[src/rtl/program_memory_loader.sv]
// Program memory loader: turns a big-endian byte stream (16-bit word count header
// followed by data bytes) into 32-bit word writes. Optional trailing checksum: LOADER_CHECKSUM_EN.
module program_memory_loader #(
  parameter int MEMORY_DEPTH = 256,
  parameter int DATA_WIDTH = 32,
  parameter logic [DATA_WIDTH-1:0] BASE_ADDRESS = {DATA_WIDTH{1'b0}}
) (
  input  logic                  clk,
  input  logic                  reset,
  input  logic                  Start,
  input  logic [7:0]            ByteData,
  input  logic                  ByteValid,
  output logic                  ByteReady,
  output logic                  WriteEnable,
  output logic [DATA_WIDTH-1:0] WriteAddress,
  output logic [DATA_WIDTH-1:0] WriteData,
  output logic                  CpuHold,
  output logic                  Done,
  output logic                  Error
);

  typedef enum logic [2:0] {
    S_IDLE   = 3'd0,
    S_HDR_HI = 3'd1,
    S_HDR_LO = 3'd2,
    S_DATA   = 3'd3,
`ifdef LOADER_CHECKSUM_EN
    S_CHK    = 3'd4,
`endif
    S_DONE   = 3'd5,
    S_ERROR  = 3'd6
  } state_t;

`ifdef LOADER_CHECKSUM_EN
  localparam state_t S_FINISH = S_CHK;
`else
  localparam state_t S_FINISH = S_DONE;
`endif
  localparam logic [16:0] MAX_WORDS = 17'(MEMORY_DEPTH);

  state_t                state_q, state_d;
  logic [15:0]           word_count_q, word_count_d;
  logic [15:0]           word_idx_q, word_idx_d;
  logic [1:0]            byte_cnt_q, byte_cnt_d;
  logic [23:0]           asm_q, asm_d;
  logic                  we_q, we_d;
  logic [DATA_WIDTH-1:0] waddr_q, waddr_d;
  logic [DATA_WIDTH-1:0] wdata_q, wdata_d;
`ifdef LOADER_CHECKSUM_EN
  logic [7:0]            xor_q, xor_d;
`endif

  logic        accept_s;
  logic        load_start_s;
  logic        last_byte_s;
  logic        last_word_s;
  logic [15:0] hdr_count_s;

  assign accept_s     = ByteValid & ByteReady;
  assign load_start_s = Start & ((state_q == S_IDLE) | (state_q == S_DONE) | (state_q == S_ERROR));
  assign last_byte_s  = (byte_cnt_q == 2'd3);
  assign last_word_s  = (word_idx_q == (word_count_q - 16'd1));
  assign hdr_count_s  = {word_count_q[15:8], ByteData};

  assign WriteEnable  = we_q;
  assign WriteAddress = waddr_q;
  assign WriteData    = wdata_q;

  // State register
  always_ff @(posedge clk) begin
    if (reset) begin
      state_q <= S_IDLE;
    end else begin
      state_q <= state_d;
    end
  end

  // Next-state logic
  always_comb begin
    state_d = state_q;
    case (state_q)
      S_IDLE, S_DONE, S_ERROR: begin
        if (Start) state_d = S_HDR_HI;
        else       state_d = state_q;
      end
      S_HDR_HI: begin
        if (accept_s) state_d = S_HDR_LO;
        else          state_d = state_q;
      end
      S_HDR_LO: begin
        if (!accept_s)                              state_d = state_q;
        else if (hdr_count_s == 16'd0)              state_d = S_FINISH;
        else if ({1'b0, hdr_count_s} > MAX_WORDS)   state_d = S_ERROR;
        else                                        state_d = S_DATA;
      end
      S_DATA: begin
        if (accept_s && last_byte_s && last_word_s) state_d = S_FINISH;
        else                                        state_d = state_q;
      end
`ifdef LOADER_CHECKSUM_EN
      S_CHK: begin
        if (!accept_s)              state_d = state_q;
        else if (ByteData == xor_q) state_d = S_DONE;
        else                        state_d = S_ERROR;
      end
`endif
      default: state_d = S_IDLE;
    endcase
  end

  // State-decoded handshake and status outputs
  always_comb begin
    ByteReady = 1'b0;
    CpuHold   = 1'b0;
    Done      = 1'b0;
    Error     = 1'b0;
    case (state_q)
      S_HDR_HI, S_HDR_LO, S_DATA: begin
        ByteReady = 1'b1;
        CpuHold   = 1'b1;
      end
`ifdef LOADER_CHECKSUM_EN
      S_CHK: begin
        ByteReady = 1'b1;
        CpuHold   = 1'b1;
      end
`endif
      S_DONE:  Done = 1'b1;
      S_ERROR: begin
        Error   = 1'b1;
        CpuHold = 1'b1;
      end
      default: ByteReady = 1'b0;
    endcase
  end

  // Header capture, word assembly and write-port staging
  always_comb begin
    word_count_d = word_count_q;
    word_idx_d   = word_idx_q;
    byte_cnt_d   = byte_cnt_q;
    asm_d        = asm_q;
    we_d         = 1'b0;
    waddr_d      = waddr_q;
    wdata_d      = wdata_q;
`ifdef LOADER_CHECKSUM_EN
    xor_d        = xor_q;
    if (accept_s) xor_d = xor_q ^ ByteData;
    else          xor_d = xor_q;
`endif
    if (load_start_s) begin
      word_count_d = 16'd0;
      word_idx_d   = 16'd0;
      byte_cnt_d   = 2'd0;
      asm_d        = 24'd0;
`ifdef LOADER_CHECKSUM_EN
      xor_d        = 8'd0;
`endif
    end else if (accept_s) begin
      case (state_q)
        S_HDR_HI: word_count_d[15:8] = ByteData;
        S_HDR_LO: word_count_d[7:0]  = ByteData;
        S_DATA: begin
          asm_d      = {asm_q[15:0], ByteData};
          byte_cnt_d = byte_cnt_q + 2'd1;
          if (last_byte_s) begin
            // Word is complete: stage it for the write strobe on the next cycle.
            we_d       = 1'b1;
            wdata_d    = DATA_WIDTH'({asm_q, ByteData});
            waddr_d    = BASE_ADDRESS + DATA_WIDTH'({word_idx_q, 2'b00});
            word_idx_d = word_idx_q + 16'd1;
          end else begin
            we_d       = 1'b0;
          end
        end
        default: we_d = 1'b0;
      endcase
    end else begin
      we_d = 1'b0;
    end
  end

  // Datapath registers
  always_ff @(posedge clk) begin
    if (reset) begin
      word_count_q <= 16'd0;
      word_idx_q   <= 16'd0;
      byte_cnt_q   <= 2'd0;
      asm_q        <= 24'd0;
      we_q         <= 1'b0;
      waddr_q      <= {DATA_WIDTH{1'b0}};
      wdata_q      <= {DATA_WIDTH{1'b0}};
`ifdef LOADER_CHECKSUM_EN
      xor_q        <= 8'd0;
`endif
    end else begin
      word_count_q <= word_count_d;
      word_idx_q   <= word_idx_d;
      byte_cnt_q   <= byte_cnt_d;
      asm_q        <= asm_d;
      we_q         <= we_d;
      waddr_q      <= waddr_d;
      wdata_q      <= wdata_d;
`ifdef LOADER_CHECKSUM_EN
      xor_q        <= xor_d;
`endif
    end
  end

endmodule

[config.mk]
export PLATFORM = sky130hd
export DESIGN_NAME = program_memory_loader
export DESIGN_NICKNAME = d
export VERILOG_FILES = /design/src/rtl/program_memory_loader.sv
export SDC_FILE = /design/constraint.sdc
export NUM_CORES = 1
export LEC_CHECK = 0
export ABC_AREA = 0
export BUFFER_PORTS_ARGS = -buffer_cell sky130_fd_sc_hd__clkbuf_2
export CORE_UTILIZATION = 35
export DETAILED_ROUTE_END_ITERATION = 10
export GPL_TIMING_DRIVEN = 1
export SYNTH_ARGS = -nofsm -noshare
export SYNTH_HDL_FRONTEND = slang
export SYNTH_SLANG_ARGS = --single-unit
[constraint.sdc]
create_clock -name clk -period 4.43 [get_ports clk]
set_input_delay 0.2215 -clock clk [delete_from_list [all_inputs] [get_ports clk]]
set_output_delay 0.2215 -clock clk [all_outputs]
set_load 0.005 [all_outputs]
[After elaboration in Yosys (flattened, before gate mapping)]
Index checks and enable logic that the tools add are counted.
Storage, ports and cells
  register bits: 110
  input bits: 12
  output and inout bits: 69
  logic and storage cells: 58
Cells by class
  $add $sub $neg: 3
  $lt $le $gt $ge: 1
  equal/unequal tests: 11
  multiplexer cells: 12
  bitwise gates (word level): 7
  reductions and logical operators: 15
Operator list (number)
  $mux 3: 6
  $add 16x1->16 const B: 1
  $eq 16x16->1: 1
  $gt 16x9->1 const B: 1
  $logic_not 16->1: 1
  $sub 16x1->16 const B: 1
  $pmux 3 s4: 1
  $ne 2x2->1 const B: 4
  $reduce_and 4->1: 2
  $reduce_or 4->1: 2
  $eq 3x2->1 const B: 2
  $eq 3x3->1 const B: 2
  $reduce_and 2->1: 3
  $reduce_or 3->1: 2
  $mux 1: 5
  $eq 3x1->1 const B: 1
  $logic_not 3->1: 1
  $not 1->1: 3
  $reduce_and 3->1: 1
  $add 2x1->2 const B: 1
  $and 1x1->1: 2
  $eq 2x2->1 const B: 1
  $logic_and 1x1->1: 2
  $or 1x1->1: 2
  $reduce_or 2->1: 1

[Longest topological paths before layout]
Gate-level depths: netlist of run 1.
  word-level depth: 8
  gate-level depth with buffers: 10
  mapped depth without buffers: 9

[Worst setup path after synthesis of run 1]
OpenSTA, ideal clock, no wires.
  kind: register -> register
  from: register word_count_q[9]
  to: register state_q[2]
  data arrival time: 2.171 ns
  path slack: 2.188 ns
  cell stages (with the launch flop): 8
  clock period less this slack: 2.242 ns
  path through: dfxtp_1 > or4_4 > or3_1 > or3_1 > a22oi_1 > nand4_1 > o21ai_2 > mux2i_1
Between the ends
  longest elaborated chain between the ends: 5
  elaborated cells on any way between the ends: 11
RTL lines
  start: declaration: RTL line 42  | logic [15:0] word_count_q, word_count_d;
  start signal: assignment: RTL line 197  | word_count_q <= word_count_d;
  $sub 16x1->16 or $gt 16x9->1 (tied branches): RTL line 62, 93
  $eq 16x16->1 or $mux 3 (tied branches): RTL line 62, 93
  $logic_and 1x1->1 or $mux 3 (tied branches): RTL line 97, 92
  $ne 2x2->1 (no source line) or $mux 3 (tied branches)
  $reduce_and 4->1 (no source line) or $pmux 3 s4 (tied branches)
  end signal: assignment: RTL line 74  | state_q <= state_d;
  end: declaration: RTL line 41  | state_t state_q, state_d;
Parallel ways exist; a longest one is shown, timed or not. The select of a mux whose other input is x is not followed.
A chain may end at the register's enable or synchronous reset.

[Worst setup path in the final report of run 1]
  from: register state_q[1]
  to: register word_idx_q[6]
Between the ends
  longest elaborated chain between the ends: 5
  elaborated cells on any way between the ends: 14
RTL lines
  $eq 3x2->1, or another cell as far along: RTL line 117, 160
  $reduce_or 3->1 or $or 1x1->1 (tied branches): RTL line 117, 60
  $mux 1 or $or 1x1->1 (tied branches): RTL line 117, 60
  $and 1x1->1 (on tied branches): RTL line 59, 60
  $reduce_and 3->1 (no source line) or $reduce_or 2->1 (tied branches)
  end signal: assignment: RTL line 198  | word_idx_q <= word_idx_d;
  end: declaration: RTL line 43  | logic [15:0] word_idx_q, word_idx_d;
Parallel ways exist; a longest one is shown, timed or not.

==> results of run 1 <==
## cells in the mapped netlist (2+ instances only)
| cell type | n | share of area |
|---|---|---|
| nand4_1 | 9 | 0.012 |
| nor2_1 | 38 | 0.030 |
| nor3_1 | 4 | 0.0042 |
| ha_1 | 3 | 0.0080 |
| and2_1 | 3 | 0.0040 |
| mux2i_1 | 2 | 0.0042 |
| xor2_1 | 17 | 0.032 |
| o21ai_0 | 8 | 0.0085 |
| xnor2_1 | 19 | 0.035 |
| nand3b_1 | 2 | 0.0032 |
| nand4b_1 | 3 | 0.0056 |
| and3_1 | 3 | 0.0040 |
| dfxtp_1 | 110 | 0.47 |
| a21oi_1 | 97 | 0.10 |
| nor2b_1 | 2 | 0.0027 |
| clkbuf_1 | 30 | 0.024 |
| nand2_1 | 198 | 0.16 |
| inv_1 | 4 | 0.0032 |
| buf_1 | 7 | 0.0056 |
| a21o_1 | 2 | 0.0032 |
| nor4_1 | 4 | 0.0053 |
| mux2_2 | 2 | 0.0048 |
| or3_1 | 3 | 0.0040 |
| or2_2 | 2 | 0.0027 |
| buf_4 | 16 | 0.025 |
| nand3_1 | 3 | 0.0032 |
| nand2b_1 | 5 | 0.0066 |
## sequential cells by signal, summed over array words and instances, names as in the netlist
signal and flops:
state_q 3, word_count_q 16, WriteEnable 1, WriteAddress 16, word_idx_q 16, byte_cnt_q 2, asm_q 24, WriteData 32
## routing by layer
metal,track usage,up-vias,share of wire
met3,0.0368,17,0.050
met2,0.247,108,0.46
met1,0.217,1849,0.47
met4,0.0713,0,0.022
li1,-,2056,-
met5,0,-,0
## report_power, final
group          switching, mW  internal [mW]  leakage [nW]
combinational          0.168         0.0966         0.908
clock                  0.400          0.400         0.147
sequential            0.0300           1.00         0.886
total                  0.598           1.50          1.94
## layout make-up
class / count / area, sq um / share of cell area
timing repair buffer: 68 / 350 / 0.0652
sequential: 110 / 2200 / 0.410
tap: 176 / 220 / 0.0410
multi-input combinational: 461 / 2290 / 0.426
clock buffer: 9 / 225 / 0.0419
clock inverter: 7 / 70.1 / 0.0130
inverter: 4 / 15.0 / 0.00279
## layout by cell type (no fill, tap or decap), types with 2 or more instances in the layout
cell | synthesis | routed
nand3_1 | 3 | 3
nand3b_1 | 2 | 2
a21oi_1 | 97 | 97
and2_1 | 3 | 2
nand2_1 | 198 | 198
xor2_1 | 17 | 17
clkbuf_16 | 0 | 9
buf_4 | 16 | 4
nand4b_1 | 3 | 3
nand2b_1 | 5 | 5
xnor2_1 | 19 | 19
ha_1 | 3 | 3
dfxtp_1 | 110 | 110
nor2b_1 | 2 | 2
a21o_1 | 2 | 2
clkbuf_2 | 0 | 64
mux2_2 | 2 | 2
and3_1 | 3 | 3
conb_1 | 1 | 16
or3_1 | 3 | 3
inv_6 | 0 | 3
nor3_1 | 4 | 4
nor4_1 | 4 | 4
inv_1 | 4 | 4
nand4_1 | 9 | 9
nor2_1 | 38 | 38
o21ai_0 | 8 | 8
or2_2 | 2 | 2
inv_8 | 0 | 2
mux2i_1 | 2 | 2
## per-stage QoR
stage          hold WS [ns]  setup slack, ns  area, sq um
6_report              0.170             1.68         5380
5_1_grt               0.164             1.37         5380
4_1_cts               0.162             1.63         5380
3_5_place_dp          0.448             1.65         5080
3_3_place_gp          0.446             1.77         5080
2_1_floorplan         0.357             2.19         4770
## worst min-delay path by stage
stage                                       startpoint                           end  depth (start not counted)
final                                      ByteData[0]     WriteData[0]$_SDFFE_PP0P_                          3
after global routing                       ByteData[0]  word_count_q[0]$_SDFFE_PP0P_                          3
after CTS                                  ByteData[0]  word_count_q[8]$_SDFFE_PP0P_                          3
after detailed placement  WriteAddress[7]$_SDFFE_PP0P_  WriteAddress[7]$_SDFFE_PP0P_                          2
after global placement       WriteData[0]$_SDFFE_PP0P_     WriteData[0]$_SDFFE_PP0P_                          2
after floorplan                            ByteData[0]         asm_q[0]$_SDFFE_PP0P_                          2
## critical path, stage by stage (launching register included)
cell     delay (ns)
dfxtp_1        0.56
and4b_1        0.91
and2_2         0.29
buf_4          0.46
nand4_1        0.18
xor2_1         0.16
nor2_1         0.05
## cell families after synthesis
logic type,count (synthesis),synth area share
compound gates,117,0.132
xor+xnor,36,0.0669
fa+ha+maj,3,0.00796
buf+inv,58,0.0592
flops,110,0.467
mux,4,0.00902
other cells,1,0.000795
simple gates,285,0.258
==> metrics.yaml, run 1 <==
sta:
  finClkSkew_ns: 0.00833
  finalHoldViolations: 0
  fmax_mhz: 364
  min_period_ns: 2.75
  finalMaxSlewViolations: 0
  maxSlewHeadroom: 0.280
  finalSetupTns_ns: 0
  setup_viol: 0
  rsz0062_at_grt: "no"
  post-route-period-util: 0.620
  tightest_slew_ns: 1.07
cts:
  htree_levels: 3
  clock-root-buffer: "clkbuf_16"
  cts_tree: "yes"
  clk_pin_slew_ns: 0.08
  clkLatencyLatePin_ns: 0.35
  cts_buffers: 9
  cts_max_path_buffers: 2
  post_cts_buffers: 0
  postCtsHoldBufs: 0
  cts_sinks: 110
  cts_resized: 0
die:
  die_h_um: 118
  placementRows: 42
  core_sq_um: 13200
  die_x_um: 118
  die_area_sq_um: 13900
  io_pins: 81
  start_util: 0.358
grt:
  grt_pass1_wl_um: 18100
  grt_start_max_net_pins: 60
  grt-ovfl-total: 0
  first_global_vias: 3687
  antenna_found_initial: 0
  grtUsageTotal: 0.162
yosys:
  async_flop_share: 0
  synth_edf_count: 0
  yosys_warnings: 0
  syn_inst: 614
  avgSynthCellArea_sq_um: 7.68
  netlist_area_sq_um: 4720
  synth_ff_type: "dfxtp_1"
  ys_seq_elements: 110
  ys_seq_area_frac: 0.467
  yosysUniqueCellTypes: 45
placement:
  dp_hpwl_um: 7450
  port_buffers: 64
  gp_congestion: 0.832
  dp_cells: 819
power:
  cellLeakagePower_nw: 1.94
  power_density_nw_per_um2: 391
  total_power_mw: 2.10
  vdd.ir_drop.worst_uv: 186
route:
  first_pass_iters: 4
  routed_wl_um: 10800
  via_count: 4030
  dr.first_iter.drc_count: 259
  wl_per_cell_um: 12.9
  drcViolationCount: 0
  antenna_left: 0
  viasPerCell: 4.83
setup_path:
  cp.arrival_ns: 2.97
  cp-end-kind: "flop"
  worstPathMaxFanout: 54
  cp-endpoint: "word_idx_q[6]$_SDFFE_PP0P_"
  reg2reg_depth: 6
  crit_required_ns: 4.65
  r2r-start: "state_q[1]$_SDFFE_PP0P_"
  start_kind: "flop"
  r2r_slack_ns: 1.68
  reg2reg_to: "word_idx_q[6]$_SDFFE_PP0P_"
  startpoint: "state_q[1]$_SDFFE_PP0P_"
  worstSetupPathType: "flop to flop"
job:
  drv_cap: 0
min_path:
  min_path_type: "input port to flop"
outcome:
  status: "finished, final reports clean"
finish:
  fin_cells: 835
  nNetsFinal: 669
  area_growth_pct: 14.0
  n_antenna_cell: 0
  drive_gt1_frac: 0.144
  final_util: 0.408
  fillerInstances: 1337
No activity file was read; power rests on OpenSTA's default activity.
==> run 2: changes to the inputs <==
==> constraint.sdc (replaced) <==
create_clock -name clk -period 2.5 [get_ports clk]
set_input_delay 0.125 -clock clk [delete_from_list [all_inputs] [get_ports clk]]
set_output_delay 0.125 -clock clk [all_outputs]
set_load 0.005 [all_outputs]
==> run 2 against run 1 <==
  * First-iteration DRC count shrank 29%
  * Non-clock buffer count grew 8
  * Largest power group unchanged
  * Largest cell class unchanged
  * Highest routed layer unchanged
  * Clock-buffer cell count unchanged
  * Hold slack worse by 0.091 ns
  * Maximum frequency increased by 16%
  * Final cell count grew 0.96%
==> metrics.yaml, run 2 (synthesis results as in run 1) <==
power:
  swShare: 0.281  # was 0.285
  switching_power_mw: 1.09  # was 598 uW
  combinationalPowerShare: 0.134  # was 0.126
  p_int_mw: 2.80  # was 1.50 mW
  power_density_nw_per_um2: 709  # was 391 nW/um^2
  clkPwrFrac: 0.400  # was 0.381
  seq_power_share: 0.466  # was 0.493
  vdd.ir_drop.worst_uv: 358  # was 186 uV
  cellLeakagePower_nw: 2.00  # was 1.94 nW
cts:
  clkLatencyLatePin_ns: 0.35  # about the same
  clk_pin_slew_ns: 0.08  # about the same
  cts_resized: 0  # unchanged
  cts_max_path_buffers: 2  # unchanged
  post_cts_buffers: 0  # unchanged
  postCtsHoldBufs: 0  # unchanged
  cts_tree: "yes"  # unchanged
  htree_levels: 3  # unchanged
  cts_buffers: 9  # unchanged
  clock-root-buffer: "clkbuf_16"  # unchanged
  cts_sinks: 110  # unchanged
route:
  first_pass_iters: 4  # unchanged
  viasPerCell: 4.79  # was 4.83
  dr.first_iter.drc_count: 183  # was 259
  routed_wl_um: 10900  # was 10800 um
  antenna_left: 0  # unchanged
  drcViolationCount: 0  # unchanged
  via_count: 4040  # was 4030
  wl_per_cell_um: 12.9  # about the same
sta:
  finalSetupTns_ns: 0  # unchanged
  finClkSkew_ns: 0.00886  # was 0.00833 ns
  fin_hold_ws_ns: 0.0791  # was 0.170 ns
  fmax_mhz: 421  # was 364 MHz
  setup_viol: 0  # unchanged
  tightest_slew_ns: 0.521  # was 1.07 ns
  finalHoldViolations: 0  # unchanged
  min_period_ns: 2.37  # was 2.75 ns
  maxSlewHeadroom: 0.653  # was 0.280
  post-route-period-util: 0.949  # was 0.620
  finalMaxSlewViolations: 0  # unchanged
  rsz0062_at_grt: "yes"  # was no
die:
  die_x_um: 118  # unchanged
  die_area_sq_um: 13900  # unchanged
  core_sq_um: 13200  # unchanged
  io_pins: 81  # unchanged
  start_util: 0.358  # unchanged
  die_h_um: 118  # unchanged
  placementRows: 42  # unchanged
outcome:
  status: "finished, final reports clean"  # unchanged
setup_path:
  cp-end-kind: "flop"  # unchanged
  worst-path-stages: 7  # was 6
  path_cells: "or4_4 > or3_4 > or3_1 > a22oi_1 > nand4_1 > o21ai_2 > mux2i_1"  # was and4b_1 > and2_2 > buf_4 > nand4_1 > xor2_1 > nor2_1
  crit_required_ns: 2.79  # was 4.65 ns
  worstSetupPathType: "flop to flop"  # unchanged
  cp_num_buf_inv: 0  # was 1
  critical-path-max-stage-delay_ns: 0.55  # was 0.91 ns
  start_kind: "flop"  # unchanged
  cp_slowest_cell: "or4_4"  # was and4b_1
  cp.arrival_ns: 2.67  # was 2.97 ns
  worstPathMaxFanout: 4  # was 54
  crit_family: "simple AND/OR/NAND/NOR gates"  # unchanged
  reg2reg_depth: 7  # was 6
grt:
  grt_pass1_wl_um: 18300  # was 18100 um
  first_global_vias: 3741  # was 3687
  grt-ovfl-total: 0  # unchanged
  antenna_found_initial: 0  # unchanged
  grtUsageTotal: 0.162  # about the same
  grt_start_max_net_pins: 55  # was 60
min_path:
  whs_path_depth: 3  # unchanged
  min_path_type: "input port to flop"  # unchanged
finish:
  largest_reg_flops: 32  # unchanged
  n_antenna_cell: 0  # unchanged
  mostFrequentLayoutCells: "nand2_1 (198), dfxtp_1 (109), a21oi_1 (97)"  # was nand2_1 (198), dfxtp_1 (110), a21oi_1 (97)
  fin_cells: 843  # was 835
  final_util: 0.417  # was 0.408
  area_growth_pct: 16.5  # was 14.0%
  nNetsFinal: 677  # was 669
  drive_gt1_frac: 0.157  # was 0.144
  mostFrequentLayoutCell: "nand2_1"  # unchanged
job:
  drv_cap: 0  # unchanged
placement:
  gp_congestion: 0.812  # was 0.832
  port_buffers: 64  # unchanged
  dp_cells: 827  # was 819
  dp_hpwl_um: 7780  # was 7450 um
==> run 2: final timing paths <==
check | start | to | slack, ns
max reg2reg | word_count_q[10]$_SDFFE_PP0P_ | state_q[2]$_SDFFE_PP0P_ | 0.13
min reg2reg | WriteAddress[5]$_SDFFE_PP0P_ | WriteAddress[5]$_SDFFE_PP0P_ | 0.45
max | word_count_q[10]$_SDFFE_PP0P_ | state_q[2]$_SDFFE_PP0P_ | 0.13
min | ByteData[1] | word_count_q[1]$_SDFFE_PP0P_ | 0.08
==> run 2: routing by layer <==
layer,GRT usage,share of wire,vias up
met5,0,0,-
met4,0.0625,0.017,0
met3,0.0334,0.041,11
li1,-,-,2093
met1,0.214,0.48,1852
met2,0.261,0.46,84
==> run 2: area by class of cell <==
cell class	count	area, sq um
flip-flops and latches	110	2200
repair buffers	76	423
clock buffers	9	225
fillers	1361	7690
inverters	4	15.0
well taps	176	220
clock inverters	7	105
multi-input cells	461	2300
==> run 2: through the flow <==
step	worst slack (ns)	power [mW]	instance area, sq um
2_1_floorplan	0.258	2.24	4770
3_3_place_gp	0.160	2.36	5150
3_5_place_dp	0.123	2.37	5150
4_1_cts	0.0995	3.93	5480
5_1_grt	-0.00505	4.07	5500
6_report	0.126	3.89	5500
==> run 2: power by group through the flow <==
stage	Sequential (mW)	Combinational (mW)	Clock [mW]
2_1_floorplan	1.84	0.395	0
3_3_place_gp	1.85	0.506	0
3_5_place_dp	1.85	0.515	0
4_1_cts	1.81	0.517	1.60
5_1_grt	1.82	0.581	1.67
6_report	1.81	0.523	1.56
==> run 2: worst min-delay path, stage by stage <==
cell	delay, ns
clkbuf_2	0.14
nand2_1	0.08
a21oi_1	0.05
==> run 3: changes to the inputs <==
--- a/config.mk
+++ b/config.mk
@@ -7,9 +7,11 @@
 export LEC_CHECK = 0
 export ABC_AREA = 0
 export BUFFER_PORTS_ARGS = -buffer_cell sky130_fd_sc_hd__clkbuf_2
-export CORE_UTILIZATION = 35
+export CORE_UTILIZATION = 30
 export DETAILED_ROUTE_END_ITERATION = 10
 export GPL_TIMING_DRIVEN = 1
+export SETUP_SLACK_MARGIN = 0.15
+export SLEW_MARGIN = 0
 export SYNTH_ARGS = -nofsm -noshare
 export SYNTH_HDL_FRONTEND = slang
 export SYNTH_SLANG_ARGS = --single-unit
==> run 3 against run 2 <==
  * Non-clock buffer count grew 3
  * Combinational power grew 2%
  * Global-route usage shrank 2.0 points
  * Worst setup slack gained 0.091 ns
  * Maximum frequency grew 4.0%
  * Clock skew is essentially flat
  * Final area grew 1.2%
  * Routed wire length grew 1.3%
  * Die area grew 16%
  * Critical endpoint unchanged
  * Largest power group unchanged
==> metrics.yaml, run 3 (synthesis results as in run 1) <==
job:
  drv_cap: 0  # unchanged
grt:
  grt_pass1_wl_um: 18500  # was 18300 um
  grtUsageTotal: 0.143  # was 0.162
  first_global_vias: 3660  # was 3741
  grt_start_max_net_pins: 60  # was 55
  grt-ovfl-total: 0  # unchanged
  antenna_found_initial: 0  # unchanged
cts:
  cts_buffers: 9  # unchanged
  cts_tree: "yes"  # unchanged
  cts_sinks: 110  # unchanged
  clk_pin_slew_ns: 0.08  # about the same
  cts_max_path_buffers: 2  # unchanged
  clkLatencyLatePin_ns: 0.34  # was 0.35 ns
  htree_levels: 3  # unchanged
  clock-root-buffer: "clkbuf_16"  # unchanged
power:
  power_density_nw_per_um2: 688  # was 709 nW/um^2
  seq_power_share: 0.477  # was 0.466
  combinationalPowerShare: 0.140  # was 0.134
  clkPwrFrac: 0.383  # was 0.400
  p_int_mw: 2.80  # about the same
  total_power_mw: 3.82  # was 3.89 mW
  swShare: 0.266  # was 0.281
  cellLeakagePower_nw: 2.01  # was 2.00 nW
  switching_power_mw: 1.02  # was 1.09 mW
  vdd.ir_drop.worst_uv: 316  # was 358 uV
route:
  viasPerCell: 4.51  # was 4.79
  antenna_left: 0  # unchanged
  wl_per_cell_um: 12.5  # was 12.9 um
  via_count: 3969  # was 4040
  dr.first_iter.drc_count: 241  # was 183
  drcViolationCount: 0  # unchanged
  first_pass_iters: 4  # unchanged
  routed_wl_um: 11000  # was 10900 um
placement:
  port_buffers: 64  # unchanged
  dp_cells: 862  # was 827
  gp_congestion: 0.798  # was 0.812
  dpl_cell_area_sq_um: 5210  # was 5150 sq um
  dp_hpwl_um: 7630  # was 7780 um
finish:
  mostFrequentLayoutCell: "nand2_1"  # unchanged
  nNetsFinal: 680  # was 677
  n_antenna_cell: 0  # unchanged
  drive_gt1_frac: 0.164  # was 0.157
  largest_reg_flops: 32  # unchanged
  final_cell_area_sq_um: 5560  # was 5500 sq um
  fin_cells: 880  # was 843
  area_growth_pct: 17.9  # was 16.5%
  final_util: 0.364  # was 0.417
  mostFrequentLayoutCells: "nand2_1 (197), dfxtp_1 (108), a21oi_1 (97)"  # was nand2_1 (198), dfxtp_1 (109), a21oi_1 (97)
sta:
  tightest_slew_ns: 0.574  # was 0.521 ns
  setup_viol: 0  # unchanged
  min_period_ns: 2.28  # was 2.37 ns
  finalMaxSlewViolations: 0  # unchanged
  finalSetupTns_ns: 0  # unchanged
  post-route-period-util: 0.913  # was 0.949
  maxSlewHeadroom: 0.616  # was 0.653
  rsz0062_at_grt: "yes"  # unchanged
  finalHoldViolations: 0  # unchanged
  finClkSkew_ns: 0.00927  # was 0.00886 ns
  fmax_mhz: 438  # was 421 MHz
setup_path:
  cp.arrival_ns: 2.56  # was 2.67 ns
  crit_required_ns: 2.77  # was 2.79 ns
  worstPathMaxFanout: 3  # was 4
  worstSetupPathType: "flop to flop"  # unchanged
  cp-end-kind: "flop"  # unchanged
  start_kind: "flop"  # unchanged
die:
  die_x_um: 127  # was 118 um
  placementRows: 45  # was 42
  core_sq_um: 15300  # was 13200 sq um
  die_area_sq_um: 16200  # was 13900 sq um
  io_pins: 81  # unchanged
  die_h_um: 127  # was 118 um
  start_util: 0.309  # was 0.358
min_path:
  min_path_type: "input port to flop"  # unchanged
outcome:
  status: "finished, final reports clean"  # unchanged
## run 3: cell count changes in the layout (fill, tap and decap cells not counted), sizes merged
cell | previous run | this run
buf | 12 | 15
clkbuf | 73 | 74
inv | 9 | 7
## run 3: final timing paths
path                                       from                            end  slack, ns  cells after the start
setup / recovery  word_count_q[10]$_SDFFE_PP0P_        state_q[2]$_SDFFE_PP0P_       0.22                      7
hold / removal                      ByteData[4]          asm_q[4]$_SDFFE_PP0P_        0.1                      3
hold reg to reg   WriteAddress[16]$_SDFFE_PP0P_  WriteAddress[16]$_SDFFE_PP0P_       0.45                      2
setup reg to reg  word_count_q[10]$_SDFFE_PP0P_        state_q[2]$_SDFFE_PP0P_       0.22                      7
## run 3: stage by stage
step / setup WS, ns / hold WS (ns)
detailed placement: 0.102 / 0.446
floorplan: 0.258 / 0.261
global placement: 0.134 / 0.444
finish: 0.217 / 0.0971
CTS: 0.146 / 0.0913
global route: 0.116 / 0.0987
## run 3: worst max-delay path, cell delays in order, from the launching register on
cell	delay [ns]
dfxtp_4	0.34
or4_4	0.54
or3_2	0.47
a211oi_2	0.22
a31o_2	0.13
nand4_1	0.12
o21ai_2	0.20
mux2i_1	0.19
## run 3: cell type report
| cell class | count | area, sq um |
|---|---|---|
| clock inverter | 5 | 65.1 |
| fill | 1659 | 9700 |
| sequential | 110 | 2210 |
| clock buffer | 10 | 239 |
| timing repair buffer | 79 | 458 |
| tap | 211 | 264 |
| inverter | 4 | 15.0 |
| multi-input combinational | 461 | 2310 |
## run 3: layer usage
| layer | up-vias | global-route usage | part of all wire |
|---|---|---|---|
| met2 | 83 | 0.223 | 0.45 |
| met4 | 0 | 0.0364 | 0.010 |
| met5 | - | 0 | 0 |
| met3 | 10 | 0.0276 | 0.035 |
| li1 | 2082 | - | - |
| met1 | 1794 | 0.201 | 0.51 |
## run 3: power groups by stage
stage                     combinational [mW]  sequential, mW  clock, mW
after global routing                   0.604            1.83       1.59
after CTS                              0.533            1.82       1.51
after floorplan                        0.395            1.84          0
after global placement                 0.511            1.86          0
after detailed placement               0.509            1.86          0
final                                  0.536            1.82       1.46
## run 3: what timing repair did
| item | in CTS | in global routing |
|---|---|---|
| pin swaps | 6 | 4 |
| gates resized for setup | 5 | 1 |
| hold buffers | 0 | 0 |
| endpoints found under the setup margin | 3 | 3 |
| buffers inserted | 3 | 0 |
